$ cat config.mk
export PLATFORM = sky130hd
export DESIGN_NAME = wb_port_arbiter_flat
export DESIGN_NICKNAME = d
export VERILOG_FILES = /design/src/rtl/wb_port_arbiter_pkg.sv /design/src/rtl/wb_port_arbiter_if.sv /design/src/rtl/wb_port_arbiter_rr_pick8.sv /design/src/rtl/wb_port_arbiter.sv /design/src/flat_wrapper.sv
export SDC_FILE = /design/constraint.sdc
export NUM_CORES = 1
export LEC_CHECK = 0
export CAP_MARGIN = 20
export CORE_MARGIN = 2
export CORE_UTILIZATION = 30
export DETAILED_ROUTE_END_ITERATION = 8
export PLACE_DENSITY_LB_ADDON = 0.12
export SLEW_MARGIN = 10
export SYNTH_ARGS = -nofsm -noshare
export SYNTH_HDL_FRONTEND = slang
export SYNTH_HIERARCHICAL = 1
export SYNTH_SLANG_ARGS = --single-unit
$ cat constraint.sdc
create_clock -name clk -period 4.9 [get_ports clk]
set_clock_uncertainty 0.1 [all_clocks]
set_input_delay 0.49 -clock clk [delete_from_list [all_inputs] [get_ports clk]]
set_output_delay 0.49 -clock clk [all_outputs]
set_load 0.01 [all_outputs]
$ cat src/rtl/wb_port_arbiter_pkg.sv
// Shared definitions for the write-back port arbiter: source indices in
// write-data mux order, FSM state type and register-file geometry.
package wb_pkg;

  localparam int REG_N  = 32;
  localparam int REG_AW = $clog2(REG_N);

  localparam logic [2:0] SRC_ALU   = 3'd0;
  localparam logic [2:0] SRC_MEM   = 3'd1;
  localparam logic [2:0] SRC_HI    = 3'd2;
  localparam logic [2:0] SRC_LO    = 3'd3;
  localparam logic [2:0] SRC_SHIFT = 3'd4;
  localparam logic [2:0] SRC_LUI   = 3'd5;
  localparam logic [2:0] SRC_LINK  = 3'd6;
  localparam logic [2:0] SRC_AUX   = 3'd7;

  typedef enum logic [1:0] {
    IDLE  = 2'd0,
    ARB   = 2'd1,
    STALL = 2'd2
  } wb_state_e;

endpackage

$ cat src/rtl/wb_port_arbiter_if.sv
// Bundle between the eight write-back producers and the register-file
// write-port arbiter. Optional macro WB_SCOREBOARD_EN adds reg_busy.
interface wb_port_arbiter_if #(
  parameter int NUM_SRC = 8,
  parameter int REG_N   = 32,
  parameter int REG_AW  = $clog2(REG_N)
);
  logic [NUM_SRC-1:0]        req;
  logic [NUM_SRC*REG_AW-1:0] req_dst;
  logic                      wb_stall;
  logic                      flush;
  logic [NUM_SRC-1:0]        ack;
  logic [2:0]                DataSrc_control;
  logic                      RegWrite;
  logic [REG_AW-1:0]         WriteReg;
  logic                      busy;
  logic                      overflow_err;
`ifdef WB_SCOREBOARD_EN
  logic [REG_N-1:0]          reg_busy;
`endif

  // Producer / decoder side.
  modport master (
    output req, req_dst, wb_stall, flush,
    input  ack, DataSrc_control, RegWrite, WriteReg, busy, overflow_err
`ifdef WB_SCOREBOARD_EN
    , input reg_busy
`endif
  );

  // Arbiter side.
  modport slave (
    input  req, req_dst, wb_stall, flush,
    output ack, DataSrc_control, RegWrite, WriteReg, busy, overflow_err
`ifdef WB_SCOREBOARD_EN
    , output reg_busy
`endif
  );
endinterface

$ cat src/rtl/wb_port_arbiter_rr_pick8.sv
// Combinational round-robin picker over eight request bits: returns the
// first set bit at or after the pointer, wrapping 7->0.
module rr_pick8 (
  input  logic [7:0] i_pending,
  input  logic [2:0] i_ptr,
  output logic [2:0] o_idx,
  output logic       o_valid
);

  // Scan from farthest to nearest so the nearest set bit wins.
  always_comb begin
    o_idx   = '0;
    o_valid = 1'b0;
    for (int off = 7; off >= 0; off--) begin
      if (i_pending[i_ptr + 3'(off)]) begin
        o_idx   = i_ptr + 3'(off);
        o_valid = 1'b1;
      end
    end
  end

endmodule

$ cat src/rtl/wb_port_arbiter.sv
// Register-file write-port arbiter: one pending write per producer, one
// registered grant per cycle, round-robin. Optional macro WB_SCOREBOARD_EN
// exposes a per-register in-flight map (reg_busy).
module wb_port_arbiter #(
  parameter int NUM_SRC = 8,
  parameter int REG_N   = wb_pkg::REG_N,
  parameter int REG_AW  = $clog2(REG_N)
) (
  input  logic               clk,
  input  logic               reset_n,
  wb_port_arbiter_if.slave   bus
);
  import wb_pkg::*;

  wb_state_e          r_state, w_state_nxt;
  logic [NUM_SRC-1:0] r_pending, r_ack;
  logic [NUM_SRC-1:0] w_live, w_accept, w_eff, w_grant_oh;
  logic [REG_AW-1:0]  r_dst     [NUM_SRC];
  logic [REG_AW-1:0]  w_dst_nxt [NUM_SRC];
  logic [2:0]         r_ptr, r_sel, w_idx;
  logic [REG_AW-1:0]  r_wreg;
  logic               r_regwrite, r_ovf;
  logic               w_valid, w_grant, w_ovf_hit;

  // A pending entry that is not being acked this cycle is still waiting;
  // the acked one retires at this edge, so its slot is free again.
  assign w_live     = r_pending & ~r_ack;
  assign w_accept   = bus.req & ~w_live & {NUM_SRC{~bus.flush}};
  assign w_eff      = w_live | w_accept;
  assign w_ovf_hit  = |(bus.req & w_live);

  rr_pick8 u_pick (
    .i_pending (w_eff),
    .i_ptr     (r_ptr),
    .o_idx     (w_idx),
    .o_valid   (w_valid)
  );

  assign w_grant    = w_valid & ~bus.wb_stall & ~bus.flush;
  assign w_grant_oh = w_grant ? (NUM_SRC'(1) << w_idx) : '0;

  // Destination seen by the arbiter: fresh capture overrides the latch.
  always_comb begin
    for (int i = 0; i < NUM_SRC; i++) begin
      w_dst_nxt[i] = w_accept[i] ? bus.req_dst[i*REG_AW +: REG_AW] : r_dst[i];
    end
  end

  // Next-state logic; flush always returns to IDLE.
  always_comb begin
    w_state_nxt = r_state;
    case (r_state)
      IDLE:    if (|w_eff) w_state_nxt = bus.wb_stall ? STALL : ARB;
      ARB:     if (bus.wb_stall) w_state_nxt = STALL;
               else if (w_eff == '0) w_state_nxt = IDLE;
      STALL:   if (!bus.wb_stall) w_state_nxt = ARB;
      default: w_state_nxt = IDLE;
    endcase
    if (bus.flush) w_state_nxt = IDLE;
  end

  // State, pending set, pointer and the registered write-port outputs.
  always_ff @(posedge clk or negedge reset_n) begin
    if (!reset_n) begin
      r_state    <= IDLE;
      r_pending  <= '0;
      r_ack      <= '0;
      r_ptr      <= '0;
      r_sel      <= '0;
      r_wreg     <= '0;
      r_regwrite <= 1'b0;
      r_ovf      <= 1'b0;
    end else begin
      r_state    <= w_state_nxt;
      r_pending  <= bus.flush ? '0 : w_eff;
      r_ack      <= w_grant_oh;
      r_regwrite <= w_grant && (w_dst_nxt[w_idx] != '0);
      if (w_ovf_hit) r_ovf <= 1'b1;
      if (w_grant) begin
        r_sel  <= w_idx;
        r_wreg <= w_dst_nxt[w_idx];
        r_ptr  <= w_idx + 3'd1;
      end
    end
  end

  // Destination latches, loaded only when a request is accepted.
  always_ff @(posedge clk or negedge reset_n) begin
    if (!reset_n) begin
      for (int i = 0; i < NUM_SRC; i++) r_dst[i] <= '0;
    end else begin
      for (int i = 0; i < NUM_SRC; i++) r_dst[i] <= w_dst_nxt[i];
    end
  end

  assign bus.ack             = r_ack;
  assign bus.DataSrc_control = r_sel;
  assign bus.RegWrite        = r_regwrite;
  assign bus.WriteReg        = r_wreg;
  assign bus.busy            = |r_pending;
  assign bus.overflow_err    = r_ovf;

`ifdef WB_SCOREBOARD_EN
  logic [REG_N-1:0] w_reg_busy;

  // In-flight register map from the pending set; $zero is never busy.
  always_comb begin
    w_reg_busy = '0;
    for (int i = 0; i < NUM_SRC; i++) begin
      if (r_pending[i]) w_reg_busy[r_dst[i]] = 1'b1;
    end
    w_reg_busy[0] = 1'b0;
  end

  assign bus.reg_busy = w_reg_busy;
`endif

endmodule

$ cat src/flat_wrapper.sv
// flat-port wrapper written by rule: the top's interface ports become plain ports
module wb_port_arbiter_flat import wb_pkg::*;
#(
  parameter int NUM_SRC = 8,
  parameter int REG_N   = wb_pkg::REG_N,
  parameter int REG_AW  = $clog2(REG_N)
)
  (clk, reset_n, bus_req, bus_req_dst, bus_wb_stall, bus_flush, bus_ack, bus_DataSrc_control, bus_RegWrite, bus_WriteReg, bus_busy, bus_overflow_err);
  wb_port_arbiter_if #(.NUM_SRC(NUM_SRC), .REG_N(REG_N), .REG_AW(REG_AW)) bus_i ();
  input  logic clk;
  input  logic reset_n;
  input wire logic [$bits(bus_i.req)-1:0] bus_req;
  input wire logic [$bits(bus_i.req_dst)-1:0] bus_req_dst;
  input wire logic [$bits(bus_i.wb_stall)-1:0] bus_wb_stall;
  input wire logic [$bits(bus_i.flush)-1:0] bus_flush;
  output wire logic [$bits(bus_i.ack)-1:0] bus_ack;
  output wire logic [$bits(bus_i.DataSrc_control)-1:0] bus_DataSrc_control;
  output wire logic [$bits(bus_i.RegWrite)-1:0] bus_RegWrite;
  output wire logic [$bits(bus_i.WriteReg)-1:0] bus_WriteReg;
  output wire logic [$bits(bus_i.busy)-1:0] bus_busy;
  output wire logic [$bits(bus_i.overflow_err)-1:0] bus_overflow_err;
  assign bus_i.req = bus_req;
  assign bus_i.req_dst = bus_req_dst;
  assign bus_i.wb_stall = bus_wb_stall;
  assign bus_i.flush = bus_flush;
  assign bus_ack = bus_i.ack;
  assign bus_DataSrc_control = bus_i.DataSrc_control;
  assign bus_RegWrite = bus_i.RegWrite;
  assign bus_WriteReg = bus_i.WriteReg;
  assign bus_busy = bus_i.busy;
  assign bus_overflow_err = bus_i.overflow_err;
  wb_port_arbiter #(.NUM_SRC(NUM_SRC), .REG_N(REG_N), .REG_AW(REG_AW)) u_core (.clk(clk), .reset_n(reset_n), .bus(bus_i));
endmodule
Word-level counts from Yosys, hierarchy flattened
Cells that the tools add are included.
- $add $sub $neg: 8
- magnitude comparators: 9
- shift-type cells: 1
- mux-type cells: 45
- bitwise logic cells: 12
- reduce and logical (&&, ||, !) cells: 4
- operator list (kind ; number):
    two-way mux 5 bit ; 10
    AND 8 bit ; 4
    less-than comparator 3 x 4 -> 1 bit, second input constant ; 8
    binary-select mux 1 bit (select 3 bit) ; 8
    two-way mux 3 bit ; 8
    two-way mux 1 bit ; 16
    two-way mux 8 bit ; 2
    inverter 8 bit ; 2
    OR reduction 8 bit ; 2
    binary-select mux 5 bit (select 3 bit) ; 1
    adder 3 bit, second input constant ; 4
    bitwise OR 8 bit ; 1
    left shift 1 x 3 -> 8 bit, first input constant ; 1
    adder 3 x 1 -> 3 bit, second input constant ; 2
    adder 3 x 2 -> 3 bit, second input constant ; 2
    nonzero test 5 bit ; 1
    >= comparator 4 bit, second input constant ; 1
    inverter 3 -> 4 bit ; 1
    AND 1 bit ; 2
    inverter 1 bit ; 2
    logical AND 1 bit ; 1
- bits in registers: 69
- input port bits: 52
- output and inout port bits: 19
- word-level logic and storage cells: 94

Longest topological paths before layout
- word-level depth: 22
- gate-level depth with buffers: 19
- depth with buffers taken out: 15

By module
Netlist, hierarchy kept.
- by module, submodules not included (module ; instances ; cells an instance ; area an instance (um^2) ; sequential area each (um^2)):
    wb_port_arbiter ; 1 ; 266 ; 3175.5 ; 1726.7
    rr_pick8 ; 1 ; 90 ; 782.0 ; 0.0

Worst setup path after synthesis
OpenSTA, ideal clock, no wires.
- kind: input port to flip-flop
- start point: input port bus_flush
- end point: register u_core.r_regwrite, in the netlist u_core/bus.RegWrite
- setup time: 0.134 ns
- data arrival time: 3.851 ns
- required time: 4.666 ns
- slack: 0.815 ns
- cell stages on the path: 16
- buffers on the path: 3
- path through: buf_2 clkbuf_1 o21ai_0 mux4_2 mux2_4 o21ai_2 a31oi_1 o21bai_1 mux2_1 clkbuf_1 nor3_1 inv_1 o22a_1 and4_1 nor4_1 a21oi_1
- longest elaborated chain between the ends: 19
- elaborated cells on any way between the ends: 51
- classes of those cells: mux (43); bitwise (6); reduce/logical (2)
- ends and longest elaborated chain (item ; RTL line ; text):
    start: declaration ; flat_wrapper.sv:15 ; input wire logic [$bits(bus_i.flush)-1:0] bus_flush;
    inverter 1 bit (*) ; wb_port_arbiter.sv:28 ; assign w_accept = bus.req & ~w_live & {NUM_SRC{~bus.flush}};
    AND 8 bit (*) ; wb_port_arbiter.sv:28 ;
    bitwise OR 8 bit (*) ; wb_port_arbiter.sv:29 ; assign w_eff = w_live | w_accept;
    named net u_core.w_eff[6] ; wb_port_arbiter.sv:17 ; logic [NUM_SRC-1:0] w_live, w_accept, w_eff, w_grant_oh;
    binary-select mux 1 bit (select 3 bit) ; wb_port_arbiter_rr_pick8.sv:15 ; if (i_pending[i_ptr + 3'(off)]) begin
    two-way mux 1 bit (implied by the code) ; wb_port_arbiter_rr_pick8.sv:15 ;
    two-way mux 3 bit (7 in a row) ; wb_port_arbiter_rr_pick8.sv:15 ;
    two-way mux 3 bit (*) ; wb_port_arbiter_rr_pick8.sv:15 ;
    named net u_core.w_idx[0] ; wb_port_arbiter.sv:20 ; logic [2:0] r_ptr, r_sel, w_idx;
    inverter 3 -> 4 bit (implied by the code) (*) ; wb_port_arbiter.sv:77 ; r_regwrite <= w_grant && (w_dst_nxt[w_idx] != '0);
    binary-select mux 5 bit (select 3 bit) (*) ; wb_port_arbiter.sv:77 ;
    two-way mux 5 bit (implied by the code) (*) (2 in a row) ; wb_port_arbiter.sv:77 ;
    nonzero test 5 bit (*) ; wb_port_arbiter.sv:77 ;
    logical AND 1 bit (*) ; wb_port_arbiter.sv:77 ;
    end signal: assignment ; wb_port_arbiter.sv:77 ;
    end: declaration ; wb_port_arbiter.sv:22 ; logic r_regwrite, r_ovf;
Mark *: on every way through the listed nets, which the timed path passes. The rest lies on a longest branch. The select of a mux whose other input is x is not followed.
A chain may end at the register's enable or synchronous reset.

Final worst setup path
Ends and elaborated chain as after synthesis.

==> metrics.yaml <==
cts_tree: "built"
path_max_fanout: 10
cp-startpoint: "bus_flush"
slew_violations: 0
dp_slack_ns: -0.0228
r2r_end: "u_core/bus.RegWrite"
grt_max_degree: 37
synth_area_leader_cell: "dfrtp_1"
layout.nets: 493
setup_viol: 0
syn_avg_cell_area_um2: 11.1
critical_path_class: "in2reg"
synth-seq-cells: 69
multi_input_area_um2: 2080
yosys.area.top_type_share: 0.436
power.density_nw_per_um2: 743
insertion_delay_ns: 0.33
overflow: 0
post_cts_buffers: 0
power.leakage_nw: 2.23
critPathRequiredTime_ns: 4.98
netlist_area_um2: 3960
synth.distinct_cells: 60
wl_per_cell_um: 18.7
io_pins: 71
cp-end-kind: "register"
place_congestion: 0.878
regArea_um2: 1730
place_area_um2: 4860
route.detailed.drc: 0
dieHeight_um: 119
grt_pass1_wl_mm: 18.2
drtIter0Drc: 177
cts_root_buf: "clkbuf_16"
path_clk_slew_ns: 0.05
synth-seq-area-share: 0.436
hold_class: "in2async"
dr_total_vias: 3137
drt_wl_total_mm: 11.4
ant_nets: 0
grt_pass1_vias: 3363
tightestPinTransition_ns: 0.788
synth_nets: 416
grt_util_all_layers: 0.168
regToRegStartpoint: "u_core/bus.ack[7]"
rows: 41
async_flop_share: 1.00
fin_area_um2: 5160
setup_slack_ns: 0.301
ff2ff_path_depth: 16
hold_slack_ns: 0.133
htree_levels: 3
finalCritPeriodShare: 0.939
cts_buffers: 9
yosysWarnings: 6
cts_sinks: 69
die_w_um: 119
worstPathArrival_ns: 4.68
io_buffer_count: 70
antenna_found_initial: 0
outcome: "complete, no violations"
start_util: 0.310
core_um2: 12800
max_freq_mhz: 217
finalHoldViolCount: 0
synth-edff-count: 0
layout_min_cycle_time_ns: 4.60
drv_cap: 0
dieArea_um2: 14100
num-fill-cells: 1267
synthToLayoutAreaGrowth_pct: 30.5
hpwl_mm: 8.82
worst_ir_drop_vdd_mv: 0.318
diodes: 0
reg2reg_slack_ns: 0.63
worstSetupStartpointType: "input port"
drtPass1Iterations: 4
relSlewSlack: 0.474
routed_via_density: 5.16
cts_max_path_buffers: 2
synth_cells: 356
ys.flop_type: "dfrtp_1"
synth_area_leaders: "dfrtp_1 (44%), mux2_2 (12%), nand2_1 (3.5%)"
rsz0062_at_grt: "no"
drive_gt1_frac: 0.200
[registers in the layout (all words and copies together) (netlist names)]
name / cells
u_core/r_dst: 40
u_core/bus.ack: 8
u_core/r_pending: 8
u_core/bus.WriteReg: 5
u_core/bus.DataSrc_control: 3
u_core/r_ptr: 3
u_core/bus.RegWrite: 1
u_core/bus.overflow_err: 1
[worst max-delay path by stage]
stage	slack (ns)	cells past startpoint	endpoint
2_1_floorplan	0.82	16	u_core/bus.RegWrite
3_3_place_gp	-0.05	15	u_core/bus.RegWrite
3_5_place_dp	-0.02	15	u_core/bus.RegWrite
4_1_cts	0.27	16	u_core/bus.RegWrite
5_1_grt	0.09	16	u_core/bus.RegWrite
6_report	0.30	16	u_core/bus.RegWrite
[layer usage]
| metal | global-route usage | routed length, um |
|---|---|---|
| met1 | 0.206 | 4960 |
| met2 | 0.282 | 5510 |
| met3 | 0.0522 | 646 |
| met4 | 0.0513 | 241 |
| met5 | 0 | 0 |
[power by group]
| group | internal [W] | switching, W |
|---|---|---|
| logic | 0.00102 | 0.00133 |
| clock network | 0.000430 | 0.000224 |
| registers | 0.000737 | 0.0000959 |
| total | 0.00218 | 0.00165 |
[synth_stat cells (all sizes together) (3+ instances only)]
cell	instances
mux2	45
nor4	6
nor3	4
mux4	11
nor2	12
and3	9
clkbuf	7
o21ai	17
o22ai	13
a21oi	16
nand3	7
o22a	4
a31oi	3
dfrtp	69
and2	3
nand2b	11
nand2	37
buf	8
ha	8
nand3b	9
inv	16
mux2i	7
[stage by stage]
step / TNS, ns / power [W] / utilization / instances
2_1_floorplan: 0 / 0.00240 / - / 356
3_3_place_gp: -0.0542 / 0.00319 / 0.381 / 594
3_5_place_dp: -0.0228 / 0.00317 / 0.381 / 594
4_1_cts: 0 / 0.00386 / 0.404 / 608
5_1_grt: 0 / 0.00413 / 0.404 / 608
6_report: 0 / 0.00384 / 0.404 / 608
[cells by family after synthesis]
group | count (synthesis) | share of synthesized area
and+or+nand+nor | 109 | 0.158
AOI/OAI and AO/OA | 73 | 0.121
DFF | 69 | 0.436
muxes | 63 | 0.216
buffers and inverters | 31 | 0.0370
adders and majority gates | 8 | 0.0253
xor gates and xnor gates | 3 | 0.00664
[worst max-delay path, stage by stage]
cell             delay (ns)
clkdlybuf4s50_1        0.66
o21ai_0                0.27
buf_4                  0.22
mux4_2                 0.53
mux2_4                 0.32
o21ai_2                0.13
a31oi_1                0.10
o21bai_1               0.16
mux2_1                 0.51
inv_2                  0.19
nand3_1                0.17
o22ai_1                0.29
nor4_1                 0.12
buf_4                  0.16
nor4_1                 0.22
a21oi_1                0.13
[repair_timing]
item                       4_1_cts  5_1_grt
gates resized for setup          0        1
hold buffers                     0        0
setup endpoints to repair        0        1
[layout make-up]
| cell class | instances | area share |
|---|---|---|
| repair buffers | 81 | 0.151 |
| clock buffers | 13 | 0.0523 |
| clock inverters | 1 | 0.00581 |
| well taps | 172 | 0.0417 |
| inverters | 16 | 0.0116 |
| flip-flops and latches | 69 | 0.334 |
| multi-input cells | 256 | 0.404 |
[placed cells by master, fill, tap and decap left out, types with 5 or more instances in the layout]
cell type        netlist  routed
mux2_2                41      41
mux4_1                 5       5
o21ai_0               14      14
a21oi_1               16      16
nand2b_1               8       8
nand2_1               37      37
nor2_1                12      12
o22ai_1               13      13
nand3_1                7       7
mux4_2                 6       6
and3_1                 9       9
nor4_1                 6       6
clkdlybuf4s50_1        0      69
mux2i_1                7       7
dfrtp_1               69      69
buf_4                  3      11
clkbuf_16              0       9
inv_1                 16      15
ha_1                   8       8
nand3b_1               5       5
Note: power is estimated with default switching activity, not from simulation.
